### src/rtl/trap_if.sv
// Trap controller bus: stage exception requests, CSR access port,
// pipeline flush and PC redirect handshake.
interface trap_if;
    logic [2:0]  req_valid;
    logic [14:0] req_cause;
    logic [95:0] req_pc;
    logic [95:0] req_tval;
    logic        mret_valid;
    logic        csr_we;
    logic [11:0] csr_addr;
    logic [31:0] csr_wdata;
    logic [31:0] csr_rdata;
    logic        flush;
    logic        redirect_valid;
    logic [31:0] redirect_pc;
    logic        redirect_ready;
    logic        busy;
    logic        trap_taken;

    modport master (
        output req_valid, req_cause, req_pc, req_tval, mret_valid,
        output csr_we, csr_addr, csr_wdata, redirect_ready,
        input  csr_rdata, flush, redirect_valid, redirect_pc,
        input  busy, trap_taken
    );

    modport slave (
        input  req_valid, req_cause, req_pc, req_tval, mret_valid,
        input  csr_we, csr_addr, csr_wdata, redirect_ready,
        output csr_rdata, flush, redirect_valid, redirect_pc,
        output busy, trap_taken
    );
endinterface

### src/rtl/trap_controller.sv
// Machine-mode trap entry/exit sequencer and owner of mtvec, mepc,
// mcause and mtval (direct mode only).
module trap_controller #(
    parameter int          XLEN      = 32,
    parameter logic [31:0] MTVEC_RST = 32'h0000_0004
) (
    input logic   clk,
    input logic   rst,
    trap_if.slave bus
);
    typedef enum logic [2:0] {
        IDLE, FLUSH, WRITE, REDIRECT, MRET_FLUSH, MRET_REDIRECT
    } state_e;

    localparam logic [XLEN-1:0] ALIGN = ~XLEN'(3);

    state_e          state_q, state_d;
    logic [XLEN-1:0] mtvec_q, mtvec_d;
    logic [XLEN-1:0] mepc_q, mepc_d;
    logic [XLEN-1:0] mcause_q, mcause_d;
    logic [XLEN-1:0] mtval_q, mtval_d;
    logic [4:0]      cap_cause_q, cap_cause_d;
    logic [XLEN-1:0] cap_pc_q, cap_pc_d;
    logic [XLEN-1:0] cap_tval_q, cap_tval_d;
    logic [XLEN-1:0] rpc_q, rpc_d;

    logic [4:0]      sel_cause;
    logic [XLEN-1:0] sel_pc;
    logic [XLEN-1:0] sel_tval;

    // Oldest stage (memory) has priority over decode and fetch.
    always_comb begin
        sel_cause = '0;
        sel_pc    = '0;
        sel_tval  = '0;
        priority case (1'b1)
            bus.req_valid[2]: begin
                sel_cause = bus.req_cause[14:10];
                sel_pc    = bus.req_pc[2*XLEN +: XLEN];
                sel_tval  = bus.req_tval[2*XLEN +: XLEN];
            end
            bus.req_valid[1]: begin
                sel_cause = bus.req_cause[9:5];
                sel_pc    = bus.req_pc[XLEN +: XLEN];
                sel_tval  = bus.req_tval[XLEN +: XLEN];
            end
            bus.req_valid[0]: begin
                sel_cause = bus.req_cause[4:0];
                sel_pc    = bus.req_pc[0 +: XLEN];
                sel_tval  = bus.req_tval[0 +: XLEN];
            end
            default: ;
        endcase
    end

    always_comb begin
        state_d     = state_q;
        cap_cause_d = cap_cause_q;
        cap_pc_d    = cap_pc_q;
        cap_tval_d  = cap_tval_q;
        rpc_d       = rpc_q;
        unique case (state_q)
            IDLE: begin
                if (|bus.req_valid) begin
                    state_d     = FLUSH;
                    cap_cause_d = sel_cause;
                    cap_pc_d    = sel_pc & ALIGN;
                    cap_tval_d  = sel_tval;
                end else if (bus.mret_valid) begin
                    state_d = MRET_FLUSH;
                end
            end
            FLUSH: state_d = WRITE;
            WRITE: begin
                state_d = REDIRECT;
                rpc_d   = mtvec_q;
            end
            REDIRECT: begin
                if (bus.redirect_ready) state_d = IDLE;
            end
            MRET_FLUSH: begin
                state_d = MRET_REDIRECT;
                rpc_d   = mepc_q;
            end
            MRET_REDIRECT: begin
                if (bus.redirect_ready) state_d = IDLE;
            end
            default: state_d = IDLE;
        endcase
    end

    // Trap update overrides a same-cycle software write.
    always_comb begin
        mtvec_d  = mtvec_q;
        mepc_d   = mepc_q;
        mcause_d = mcause_q;
        mtval_d  = mtval_q;
        if (bus.csr_we) begin
            unique case (bus.csr_addr)
                12'h305: mtvec_d  = bus.csr_wdata & ALIGN;
                12'h341: mepc_d   = bus.csr_wdata & ALIGN;
                12'h342: mcause_d = bus.csr_wdata;
                12'h343: mtval_d  = bus.csr_wdata;
                default: ;
            endcase
        end
        if (state_q == WRITE) begin
            mepc_d   = cap_pc_q;
            mcause_d = {{(XLEN-5){1'b0}}, cap_cause_q};
            mtval_d  = cap_tval_q;
        end
    end

    always_ff @(posedge clk or posedge rst) begin
        if (rst) begin
            state_q     <= IDLE;
            mtvec_q     <= MTVEC_RST;
            mepc_q      <= '0;
            mcause_q    <= '0;
            mtval_q     <= '0;
            cap_cause_q <= '0;
            cap_pc_q    <= '0;
            cap_tval_q  <= '0;
            rpc_q       <= '0;
        end else begin
            state_q     <= state_d;
            mtvec_q     <= mtvec_d;
            mepc_q      <= mepc_d;
            mcause_q    <= mcause_d;
            mtval_q     <= mtval_d;
            cap_cause_q <= cap_cause_d;
            cap_pc_q    <= cap_pc_d;
            cap_tval_q  <= cap_tval_d;
            rpc_q       <= rpc_d;
        end
    end

    always_comb begin
        bus.csr_rdata = '0;
        unique case (bus.csr_addr)
            12'h305: bus.csr_rdata = mtvec_q;
            12'h341: bus.csr_rdata = mepc_q;
            12'h342: bus.csr_rdata = mcause_q;
            12'h343: bus.csr_rdata = mtval_q;
            default: ;
        endcase
    end

    assign bus.flush          = (state_q == FLUSH) || (state_q == MRET_FLUSH);
    assign bus.redirect_valid = (state_q == REDIRECT) || (state_q == MRET_REDIRECT);
    assign bus.redirect_pc    = rpc_q;
    assign bus.busy           = (state_q != IDLE);
    assign bus.trap_taken     = (state_q == REDIRECT) && bus.redirect_ready;
endmodule

### src/flat_wrapper.sv
// flat-port wrapper written by rule: the top's interface ports become plain ports
module trap_controller_flat 
#(
    parameter int          XLEN      = 32,
    parameter logic [31:0] MTVEC_RST = 32'h0000_0004
)
  (clk, rst, bus_req_valid, bus_req_cause, bus_req_pc, bus_req_tval, bus_mret_valid, bus_csr_we, bus_csr_addr, bus_csr_wdata, bus_redirect_ready, bus_csr_rdata, bus_flush, bus_redirect_valid, bus_redirect_pc, bus_busy, bus_trap_taken);
  trap_if bus_i ();
  input logic clk;
  input logic rst;
  input wire logic [$bits(bus_i.req_valid)-1:0] bus_req_valid;
  input wire logic [$bits(bus_i.req_cause)-1:0] bus_req_cause;
  input wire logic [$bits(bus_i.req_pc)-1:0] bus_req_pc;
  input wire logic [$bits(bus_i.req_tval)-1:0] bus_req_tval;
  input wire logic [$bits(bus_i.mret_valid)-1:0] bus_mret_valid;
  input wire logic [$bits(bus_i.csr_we)-1:0] bus_csr_we;
  input wire logic [$bits(bus_i.csr_addr)-1:0] bus_csr_addr;
  input wire logic [$bits(bus_i.csr_wdata)-1:0] bus_csr_wdata;
  input wire logic [$bits(bus_i.redirect_ready)-1:0] bus_redirect_ready;
  output wire logic [$bits(bus_i.csr_rdata)-1:0] bus_csr_rdata;
  output wire logic [$bits(bus_i.flush)-1:0] bus_flush;
  output wire logic [$bits(bus_i.redirect_valid)-1:0] bus_redirect_valid;
  output wire logic [$bits(bus_i.redirect_pc)-1:0] bus_redirect_pc;
  output wire logic [$bits(bus_i.busy)-1:0] bus_busy;
  output wire logic [$bits(bus_i.trap_taken)-1:0] bus_trap_taken;
  assign bus_i.req_valid = bus_req_valid;
  assign bus_i.req_cause = bus_req_cause;
  assign bus_i.req_pc = bus_req_pc;
  assign bus_i.req_tval = bus_req_tval;
  assign bus_i.mret_valid = bus_mret_valid;
  assign bus_i.csr_we = bus_csr_we;
  assign bus_i.csr_addr = bus_csr_addr;
  assign bus_i.csr_wdata = bus_csr_wdata;
  assign bus_i.redirect_ready = bus_redirect_ready;
  assign bus_csr_rdata = bus_i.csr_rdata;
  assign bus_flush = bus_i.flush;
  assign bus_redirect_valid = bus_i.redirect_valid;
  assign bus_redirect_pc = bus_i.redirect_pc;
  assign bus_busy = bus_i.busy;
  assign bus_trap_taken = bus_i.trap_taken;
  trap_controller #(.XLEN(XLEN), .MTVEC_RST(MTVEC_RST)) u_core (.clk(clk), .rst(rst), .bus(bus_i));
endmodule
### config.mk
export PLATFORM = sky130hd
export DESIGN_NAME = trap_controller_flat
export DESIGN_NICKNAME = d
export VERILOG_FILES = /design/src/rtl/trap_if.sv /design/src/rtl/trap_controller.sv /design/src/flat_wrapper.sv
export SDC_FILE = /design/constraint.sdc
export NUM_CORES = 1
export LEC_CHECK = 0
export ABC_AREA = 0
export CAP_MARGIN = 10
export CELL_PAD_IN_SITES_DETAIL_PLACEMENT = 0
export CELL_PAD_IN_SITES_GLOBAL_PLACEMENT = 1
export CORE_UTILIZATION = 38
export DETAILED_ROUTE_END_ITERATION = 10
export PLACE_DENSITY_LB_ADDON = 0.1
export SYNTH_ARGS = -nofsm -noshare
export SYNTH_HDL_FRONTEND = slang
export SYNTH_SLANG_ARGS = --single-unit
export TNS_END_PERCENT = 50
### constraint.sdc
create_clock -name clk -period 14.2 [get_ports clk]
set_clock_uncertainty 0.1 [all_clocks]
set_input_delay 2.84 -clock clk [delete_from_list [all_inputs] [get_ports clk]]
set_output_delay 2.84 -clock clk [all_outputs]
set_load 0.03 [all_outputs]
Word-level counts from Yosys, hierarchy flattened
Cells that the tools add are included.

word-level totals
  output and inout bits = 68
  register bits after elaboration = 228
  input bits = 259

operators by class
  multiplexer cells = 24
  equality and inequality tests = 11
  reduce and logical (&&, ||, !) cells = 18

operators by type and width
  operator                count
  $mux W32                15
  $pmux W32 S4            1
  $pmux W32 S2            1
  $eq A12 B10 Y1 const B  4
  $mux W5                 3
  $pmux W3 S5             1
  $reduce_and A2 Y1       6
  $reduce_bool A2 Y1      5
  $mux W3                 3
  $eq A3 B2 Y1 const B    2
  $eq A3 B3 Y1 const B    2
  $eq A3 B1 Y1 const B    1
  $logic_not A3 Y1        1
  $ne A3 B2 Y1 const B    1
  $reduce_bool A3 Y1      1
  $reduce_or A3 Y1        1
  $logic_or A1 B1 Y1      2
  $ne A2 B1 Y1 const B    1
  $reduce_or A2 Y1        1
  $logic_and A1 B1 Y1     1

Depth between registers and ports, before layout
Gate-level depths: netlist of the first run.

  depth after elaboration = 4
  depth in mapped cells = 8

Least setup slack after synthesis of the first run
OpenSTA, ideal clock, no wires.

  path kind = input-to-output
  from = input bus_csr_addr[11]
  to = output bus_csr_rdata[10]
  cell stages on the path = 5
  data required time = 11.260 ns
  path buffers = 1
  arrival = 4.471 ns
  setup slack = 6.789 ns
  cells stage by stage = or4b_4 -> nor2_1 -> nand3_1 -> clkbuf_1 -> o22ai_1

on the way
  word-level cells in the longest chain between the ends = 2
  elaborated cells on any way between the ends = 5
  those cells by class = eq/ne (4); mux (1)

RTL lines
  item              line                    RTL
  start, declared   flat_wrapper.sv:17      input wire logic [$bits(bus_i.csr_addr)-1:0] bus_csr_addr;
  $eq A12 B10 Y1    trap_controller.sv:140  unique case (bus.csr_addr)
  $pmux W32 S4 (*)  trap_controller.sv:140
  end, declared     flat_wrapper.sv:20      output wire logic [$bits(bus_i.csr_rdata)-1:0] bus_csr_rdata;

Mark *: on every way between the ends. The rest lies on a longest branch, timed or not.

Worst setup path in the final report of the first run
  from = input bus_csr_addr[11]
  to = output bus_csr_rdata[11]

Same word-level chain as after synthesis.

==> reports/qor.json, run 1 <==
{
  "timing.critical_path.to": {"value": "bus_csr_rdata[11]"},
  "timing.critical_path.from_type": {"value": "input pin"},
  "critical_path_depth_in_cells": {"value": 6},
  "gpl_wtd_cong": {"value": 0.7805},
  "synth_top_flop_cell": {"value": "dfrtp_1"},
  "maxCapViolCount": {"value": 0},
  "netlist_instances": {"value": 1217},
  "nNetsFinal": {"value": 1725},
  "total_negative_slack_for_setup_checks": {"value": 0, "unit": "ns"},
  "critPathMaxStageDelay": {"value": 0.80, "unit": "ns"},
  "worstMarginPinSlew": {"value": 1.138, "unit": "ns"},
  "ys_seq_elements": {"value": 224},
  "ios": {"value": 327},
  "critical_path.max_fanout": {"value": 32},
  "die_h": {"value": 173.6, "unit": "microns"},
  "timing.reg2reg.worst_path_depth": {"value": 4},
  "synth_enable_flop_cells": {"value": 0},
  "cp_data_arrival_time": {"value": 6.25, "unit": "ns"},
  "power_leakage": {"value": 0.006430, "unit": "uW"},
  "path_delay_family": {"value": "simple AND/OR/NAND/NOR gates"},
  "final_design_area_no_fill": {"value": 0.01534, "unit": "sq mm"},
  "rsz0062_at_grt": {"value": "false"},
  "async_set_or_reset_register_ratio_after_synthesis": {"value": 1.000},
  "worstSetupEndpointType": {"value": "output port"},
  "max_slew_margin": {"value": 0.2358},
  "ff2ff_setup_slack": {"value": 11.34, "unit": "ns"},
  "netlist_area": {"value": 0.01120, "unit": "sq mm"},
  "place_inst": {"value": 1822},
  "timing.hold.worst_path_depth": {"value": 2},
  "post_synth.cell_area_avg": {"value": 9.199, "unit": "sq um"},
  "cts_inserted_buffers": {"value": 26},
  "critical-path-top-cell-by-count": {"value": "clkdlybuf4s50_1"},
  "dr_total_vias": {"value": 10158},
  "overall_die_area": {"value": 0.03015, "unit": "sq mm"},
  "port-buffer-count": {"value": 318},
  "min_period_over_period": {"value": 0.6468},
  "worst_skew_late_latency": {"value": 0.52, "unit": "ns"},
  "layout.cells.most_common": {"value": "clkdlybuf4s50_1"},
  "drive_above_1_share": {"value": 0.06410},
  "r2r_end": {"value": "u_core.bus.redirect_pc[14]"},
  "post-dp-hpwl": {"value": 23.68, "unit": "mm"},
  "root_buffer": {"value": "clkbuf_16"},
  "power.density_cell_area": {"value": 168.9, "unit": "mW/mm^2"},
  "chipWidth": {"value": 173.6, "unit": "microns"},
  "fillerInstances": {"value": 2713},
  "post_dp_cell_area": {"value": 0.01454, "unit": "sq mm"},
  "number_of_distinct_standard_cells_referenced_by_the_synthesized_netlist": {"value": 41},
  "maximum_number_of_buffers_from_clock_root_to_sink": {"value": 3},
  "htree_levels": {"value": 1},
  "drtPass1Iterations": {"value": 5},
  "drtIter0Drc": {"value": 665},
  "fp-row-count": {"value": 62},
  "hp-class": {"value": "flip-flop to flip-flop"},
  "viasPerCell": {"value": 5.438},
  "critical_path.startpoint": {"value": "bus_csr_addr[11]"},
  "worst_ir_drop_vdd": {"value": 0.09939, "unit": "mV"},
  "outcome": {"value": "completed"},
  "post-place-ws": {"value": 5.015, "unit": "ns"},
  "yosys_warnings": {"value": 0},
  "wire_length_of_the_first_global_routing_pass": {"value": 57.77, "unit": "mm"},
  "part_of_the_yosys_area_used_for_sequential_elements": {"value": 0.5008},
  "clock_pin_slew_reported_for_the_worst_setup_and_hold_paths_after_clock_tree_synthesis": {"value": 0.05, "unit": "ns"},
  "drt-total-wl": {"value": 37.19, "unit": "mm"},
  "final.setup.worst_slack": {"value": 5.015, "unit": "ns"},
  "fmaxAchievable": {"value": 0.1089, "unit": "GHz"},
  "critical_path.reg2reg.startpoint": {"value": "u_core.state_q[2]"},
  "total_of_cells_resized_after_clock_tree_synthesis": {"value": 0},
  "cts_setup_buffers": {"value": 0},
  "critPathBufInv": {"value": 2},
  "areaGrowthSynthToFinish": {"value": 37.05, "unit": "%"},
  "initial_core_util": {"value": 0.3880},
  "commonest_cells_after_routing_fill_and_taps_aside": {"value": "clkdlybuf4s50_1 (315), nand2_1 (257), dfrtp_1 (223), nor2_1 (133), nor2b_1 (69)"},
  "globalRoute.totalOverflow": {"value": 0},
  "drt_drc_violations_left": {"value": 0},
  "maximum_number_of_pins_on_one_net_before_global_route_repair": {"value": 95},
  "timing_max_transition_violations_final": {"value": 0},
  "cp_data_required_time": {"value": 11.26, "unit": "ns"},
  "detail_route.wl_per_cell": {"value": 19.91, "unit": "microns"},
  "clock_tree_from_tritoncts": {"value": "yes"},
  "final_cell_count_no_fill": {"value": 1868},
  "antenna_left": {"value": 0},
  "setup.worst_path.class": {"value": "input pin to output port"},
  "timing.final.setup_violations": {"value": 0},
  "grt_usage": {"value": 0.2430},
  "crit_slowest_cell": {"value": "nand3_2"},
  "cts_sinks": {"value": 224},
  "cts-hold-fix-buffers": {"value": 0},
  "initial_antenna_violation_count": {"value": 2},
  "core_region_area": {"value": 0.02886, "unit": "sq mm"},
  "timing.critical_path.cells": {"value": "clkdlybuf4s50_1 -> or4b_4 -> nor2_1 -> nand3_2 -> o22ai_1 -> clkdlybuf4s50_1"},
  "fin_crit": {"value": 9.185, "unit": "ns"},
  "vias_in_the_first_global_route": {"value": 10178},
  "timing_hold_violations_final": {"value": 0},
  "layout.core_utilization": {"value": 0.5317}
}
worst min-delay path by stage:
stage,from,end
finish,u_core.cap_tval_q[18],u_core.cap_tval_q[18]
global route,u_core.cap_pc_q[22],u_core.cap_pc_q[22]
CTS,u_core.cap_tval_q[18],u_core.cap_tval_q[18]
detailed placement,u_core.cap_tval_q[18],u_core.cap_tval_q[18]
global placement,u_core.cap_pc_q[22],u_core.cap_pc_q[22]
floorplan,u_core.cap_cause_q[0],u_core.cap_cause_q[0]
power by group:
group / internal (uW) / switching (uW) / leakage (uW)
registers: 885 / 154 / 0.00277
logic: 387 / 532 / 0.00326
clock network: 376 / 256 / 0.000397
total: 1650 / 943 / 0.00643
state kept, by name (all words and copies together) (netlist names):
register,cells
u_core.bus.redirect_pc,30
u_core.cap_pc_q,30
u_core.mtval_q,32
u_core.cap_tval_q,32
u_core.mcause_q,32
u_core.mepc_q,30
u_core.state_q,3
u_core.mtvec_q,30
u_core.cap_cause_q,5
worst reg2reg max path: cells and delay by family (launching register included):
family,cells,cell delay (ns)
and+or+nand+nor,4,2.13
DFF,1,0.51
logic make-up after synthesis:
family,share of synthesized area
other,0.0003349
AND/OR/NAND/NOR,0.1900
buffers and inverters,0.04526
multiplexers,0.05878
XOR/XNOR,0.001565
AO/OA/AOI/OAI,0.2033
flip-flops,0.5008
final cells by class:
type | instances | area [sq um] | area share
flip-flops and latches | 224 | 5607 | 0.3654
multi-input cells | 876 | 5131 | 0.3344
repair buffers | 335 | 3298 | 0.2150
clock buffers | 41 | 788.3 | 0.05137
well taps | 384 | 480.5 | 0.03131
inverters | 3 | 18.77 | 0.001223
clock inverters | 3 | 15.01 | 0.0009786
diodes | 2 | 5.005 | 0.0003262
Yosys cell counts (3+ instances only):
| cell | number | area (sq um) |
|---|---|---|
| mux2i_1 | 32 | 320.3 |
| o22ai_1 | 61 | 381.6 |
| nand4_1 | 3 | 18.77 |
| clkbuf_1 | 86 | 322.8 |
| mux2_1 | 9 | 101.4 |
| a221oi_1 | 67 | 586.8 |
| buf_1 | 5 | 18.77 |
| inv_1 | 3 | 11.26 |
| nor2b_1 | 72 | 450.4 |
| buf_2 | 18 | 90.09 |
| a22oi_1 | 30 | 225.2 |
| nand2_1 | 259 | 972.2 |
| o31ai_1 | 67 | 503.0 |
| a21oi_1 | 29 | 145.1 |
| a31oi_1 | 67 | 419.2 |
| dfrtp_1 | 223 | 5580 |
| buf_6 | 3 | 33.78 |
| nor2_1 | 133 | 499.2 |
| mux2_2 | 21 | 236.5 |
per-layer routing:
| layer | vias up | global-route usage | part of all wire |
|---|---|---|---|
| met2 | 367 | 0.3986 | 0.47 |
| met4 | 0 | 0.04898 | 0.016 |
| li1 | 4872 | - | - |
| met5 | - | 0 | 0 |
| met3 | 36 | 0.05526 | 0.070 |
| met1 | 4883 | 0.3291 | 0.45 |
metrics by stage:
step                hold WS, ns  power [uW]
floorplan                0.3492        1621
global placement         0.3608        1957
detailed placement       0.3684        1974
CTS                      0.3822        2613
global route             0.4052        2764
finish                   0.3778        2591
Note: power is estimated with default switching activity, not from simulation.
==> run 2, diff against run 1 <==
--- a/config.mk
+++ b/config.mk
@@ -9,7 +9,7 @@
 export CAP_MARGIN = 10
 export CELL_PAD_IN_SITES_DETAIL_PLACEMENT = 0
 export CELL_PAD_IN_SITES_GLOBAL_PLACEMENT = 1
-export CORE_UTILIZATION = 38
+export CORE_UTILIZATION = 32
 export DETAILED_ROUTE_END_ITERATION = 10
 export PLACE_DENSITY_LB_ADDON = 0.1
 export SYNTH_ARGS = -nofsm -noshare
==> constraint.sdc (replaced) <==
create_clock -name clk -period 8.05 [get_ports clk]
set_clock_uncertainty 0.1 [all_clocks]
set_input_delay 1.61 -clock clk [delete_from_list [all_inputs] [get_ports clk]]
set_output_delay 1.61 -clock clk [all_outputs]
set_load 0.03 [all_outputs]
==> run 2 against run 1 <==
Effect of this change:
- clock power grew 77%
- sequential power grew 77%
- sequential share of layout area shrank 0.19 points
- hold slack gained 0.0026 ns
- wire length grew 4.8%
- register-to-register slack lost 6.3 ns
- via count grew 0.93%
- cell count grew 3.8%
- critical path type unchanged
==> reports/qor.json, run 2 (synthesis gave the netlist of run 1 again) <==
{
  "maxCapViolCount": {"value": 0, "change": "unchanged"},
  "commonest_cells_after_routing_fill_and_taps_aside": {"value": "clkdlybuf4s50_1 (315), nand2_1 (257), dfrtp_1 (223), nor2_1 (133), nor2b_1 (69)"},
  "worst_ir_drop_vdd": {"value": 0.1552, "unit": "mV", "change": "+56%"},
  "ios": {"value": 327, "change": "unchanged"},
  "areaGrowthSynthToFinish": {"value": 37.76, "unit": "%"},
  "fillerInstances": {"value": 3433, "change": "+27%"},
  "maximum_number_of_buffers_from_clock_root_to_sink": {"value": 3, "change": "unchanged"},
  "met3_usage": {"value": 0.03392, "change": "-0.02134"},
  "power_switching": {"value": 1687, "unit": "uW", "change": "+79%"},
  "htree_levels": {"value": 1, "change": "unchanged"},
  "sw_frac_of_total": {"value": 0.3677, "change": "+0.003832"},
  "timing.final.setup_violations": {"value": 0, "change": "unchanged"},
  "drtPass1Iterations": {"value": 5, "change": "unchanged"},
  "vias_in_the_first_global_route": {"value": 10324, "change": "+1.4%"},
  "fin_crit": {"value": 6.860, "unit": "ns"},
  "worst_skew_late_latency": {"value": 0.53, "unit": "ns", "change": "about the same"},
  "timing.critical_path.from_type": {"value": "input pin"},
  "timing_hold_violations_final": {"value": 0, "change": "unchanged"},
  "grtUsageMet1": {"value": 0.3008, "change": "-0.02835"},
  "cellInternalPower": {"value": 2901, "unit": "uW", "change": "+76%"},
  "power.density_cell_area": {"value": 297.5, "unit": "mW/mm^2", "change": "+76%"},
  "crit_slowest_cell": {"value": "nand3_2"},
  "fp-row-count": {"value": 68, "change": "+9.7%"},
  "post-dp-hpwl": {"value": 24.46, "unit": "mm", "change": "+3.3%"},
  "layout.cells.most_common": {"value": "clkdlybuf4s50_1"},
  "layout.core_utilization": {"value": 0.4476, "change": "-0.08409"},
  "critPathBufInv": {"value": 2, "change": "unchanged"},
  "hp-class": {"value": "flip-flop to flip-flop"},
  "viasPerCell": {"value": 5.287, "change": "-2.8%"},
  "critPathMaxStageDelay": {"value": 0.83, "unit": "ns", "change": "+0.03 ns"},
  "worstMarginPinSlew": {"value": 1.089, "unit": "ns", "change": "-0.04870 ns"},
  "drtIter0Drc": {"value": 570, "change": "-14%"},
  "drt-total-wl": {"value": 38.98, "unit": "mm", "change": "+4.8%"},
  "worstSetupEndpointType": {"value": "output port"},
  "power_leakage": {"value": 0.006425, "unit": "uW", "change": "about the same"},
  "grt_usage": {"value": 0.2170, "change": "-0.02599"},
  "min_period_over_period": {"value": 0.8522},
  "nNetsFinal": {"value": 1725, "change": "unchanged"},
  "port-buffer-count": {"value": 318, "change": "unchanged"},
  "timing.critical_path.cells": {"value": "clkdlybuf4s50_1 -> or4b_4 -> nor2_1 -> nand3_2 -> o22ai_1 -> clkdlybuf4s50_1"},
  "antenna_left": {"value": 0, "change": "unchanged"},
  "critical_path.max_fanout": {"value": 32, "change": "unchanged"},
  "detail_route.wl_per_cell": {"value": 20.10, "unit": "microns", "change": "+0.99%"},
  "wire_length_of_the_first_global_routing_pass": {"value": 61.02, "unit": "mm", "change": "+5.6%"},
  "multi_input_gate_area_in_the_final_layout": {"value": 0.005131, "unit": "sq mm", "change": "unchanged"},
  "cts_sinks": {"value": 224, "change": "unchanged"},
  "die_h": {"value": 189.0, "unit": "microns", "change": "+8.9%"},
  "critical_path.startpoint": {"value": "bus_csr_addr[11]"},
  "cts_inserted_buffers": {"value": 26, "change": "unchanged"},
  "cts-hold-fix-buffers": {"value": 0, "change": "unchanged"},
  "gpl_wtd_cong": {"value": 0.7773, "change": "-0.41%"},
  "clock_tree_from_tritoncts": {"value": "yes"},
  "fmaxAchievable": {"value": 0.1458, "unit": "GHz"},
  "reg.largest.list": {"value": "u_core.cap_tval_q x32, u_core.mcause_q x32, u_core.mtval_q x32"},
  "overall_die_area": {"value": 0.03574, "unit": "sq mm", "change": "+19%"},
  "drt_drc_violations_left": {"value": 0, "change": "unchanged"},
  "pwr-share-seq": {"value": 0.401, "change": "about the same"},
  "total_negative_slack_for_setup_checks": {"value": 0, "unit": "ns", "change": "unchanged"},
  "gr-usage-met2": {"value": 0.3594, "change": "-0.03915"},
  "grt-busiest-layer": {"value": "met2"},
  "power.clock.fraction": {"value": 0.245, "change": "about the same"},
  "place_inst": {"value": 1893, "change": "+3.9%"},
  "regArea": {"value": 0.005607, "unit": "sq mm", "change": "unchanged"},
  "cp_data_arrival_time": {"value": 5.15, "unit": "ns", "change": "-1.10 ns"},
  "timing_max_transition_violations_final": {"value": 0, "change": "unchanged"},
  "initial_core_util": {"value": 0.3249, "change": "-0.06305"},
  "root_buffer": {"value": "clkbuf_16"},
  "dr_total_vias": {"value": 10252, "change": "+0.93%"},
  "chipWidth": {"value": 189.0, "unit": "microns", "change": "+8.9%"},
  "initial_antenna_violation_count": {"value": 1, "change": "-1"},
  "total_of_cells_resized_after_clock_tree_synthesis": {"value": 0, "change": "unchanged"},
  "path_delay_family": {"value": "simple AND/OR/NAND/NOR gates"},
  "cp_data_required_time": {"value": 6.34, "unit": "ns", "change": "-4.92 ns"},
  "power.share.combinational": {"value": 0.355, "change": "about the same"},
  "cts_setup_buffers": {"value": 0, "change": "unchanged"},
  "setup.worst_path.class": {"value": "input pin to output port"},
  "critical_path.reg2reg.startpoint": {"value": "u_core.state_q[1]"},
  "final_cell_count_no_fill": {"value": 1939, "change": "+3.8%"},
  "critical-path-top-cell-by-count": {"value": "clkdlybuf4s50_1"},
  "rsz0062_at_grt": {"value": "false"},
  "worstHoldStart": {"value": "u_core.cap_cause_q[0]"},
  "maximum_number_of_pins_on_one_net_before_global_route_repair": {"value": 112, "change": "+18%"},
  "globalRoute.totalOverflow": {"value": 0, "change": "unchanged"},
  "outcome": {"value": "completed"},
  "clock_pin_slew_reported_for_the_worst_setup_and_hold_paths_after_clock_tree_synthesis": {"value": 0.06, "unit": "ns", "change": "about the same"},
  "core_region_area": {"value": 0.03446, "unit": "sq mm", "change": "+19%"},
  "max_slew_margin": {"value": 0.2725, "change": "+0.03663"},
  "drive_above_1_share": {"value": 0.06339, "change": "-0.0007175"}
}
-- run 2: stage by stage --
step                      instance area [sq um]  worst slack (ns)  hold WS, ns  total power [uW]
final                                     15420             1.190       0.3804              4588
after detailed placement                  14620             1.242       0.3715              3509
after global routing                      15420             1.087       0.4018              4921
after floorplan                           11200            0.2072       0.3492              2859
after global placement                    14620             1.224       0.3638              3485
after CTS                                 15420             1.225       0.3846              4655
-- run 2: final timing paths --
kind | to | slack (ns) | cells past startpoint
max | bus_csr_rdata[9] | 1.19 | 6
min | u_core.cap_cause_q[0] | 0.38 | 2
max reg2reg | u_core.mepc_q[6] | 5.09 | 4
min reg2reg | u_core.cap_cause_q[0] | 0.38 | 2
max in group asynchronous | u_core.mepc_q[19] | 4.88 | 3
min in group asynchronous | u_core.mepc_q[27] | 1.54 | 2
-- run 2: final cells by class --
type / count / share of cell area
sequential: 224 / 0.3635
multi-input combinational: 876 / 0.3327
timing repair buffer: 335 / 0.2138
clock buffer: 42 / 0.05070
tap: 455 / 0.03691
inverter: 3 / 0.001217
clock inverter: 3 / 0.0009735
antenna: 1 / 0.0001622
-- run 2: routing by layer --
| metal | vias to the layer above | wire length, microns |
|---|---|---|
| li1 | 4863 | - |
| met1 | 5069 | 18090 |
| met2 | 276 | 18330 |
| met3 | 42 | 2005 |
| met4 | 2 | 550 |
| met5 | - | 10 |
-- run 2: worst reg2reg max path, stage by stage, from the launching register on --
cell and delay, ns:
dfrtp_1 0.49, or3b_4 0.93, buf_4 0.92, nor2_1 0.26, a31oi_1 0.20
-- run 2: power by group through the flow --
stage | Clock, uW | Combinational (uW) | Sequential [uW]
2_1_floorplan | 0 | 949 | 1910
3_3_place_gp | 0 | 1630 | 1850
3_5_place_dp | 0 | 1650 | 1860
4_1_cts | 1150 | 1660 | 1840
5_1_grt | 1200 | 1830 | 1900
6_report | 1120 | 1630 | 1840
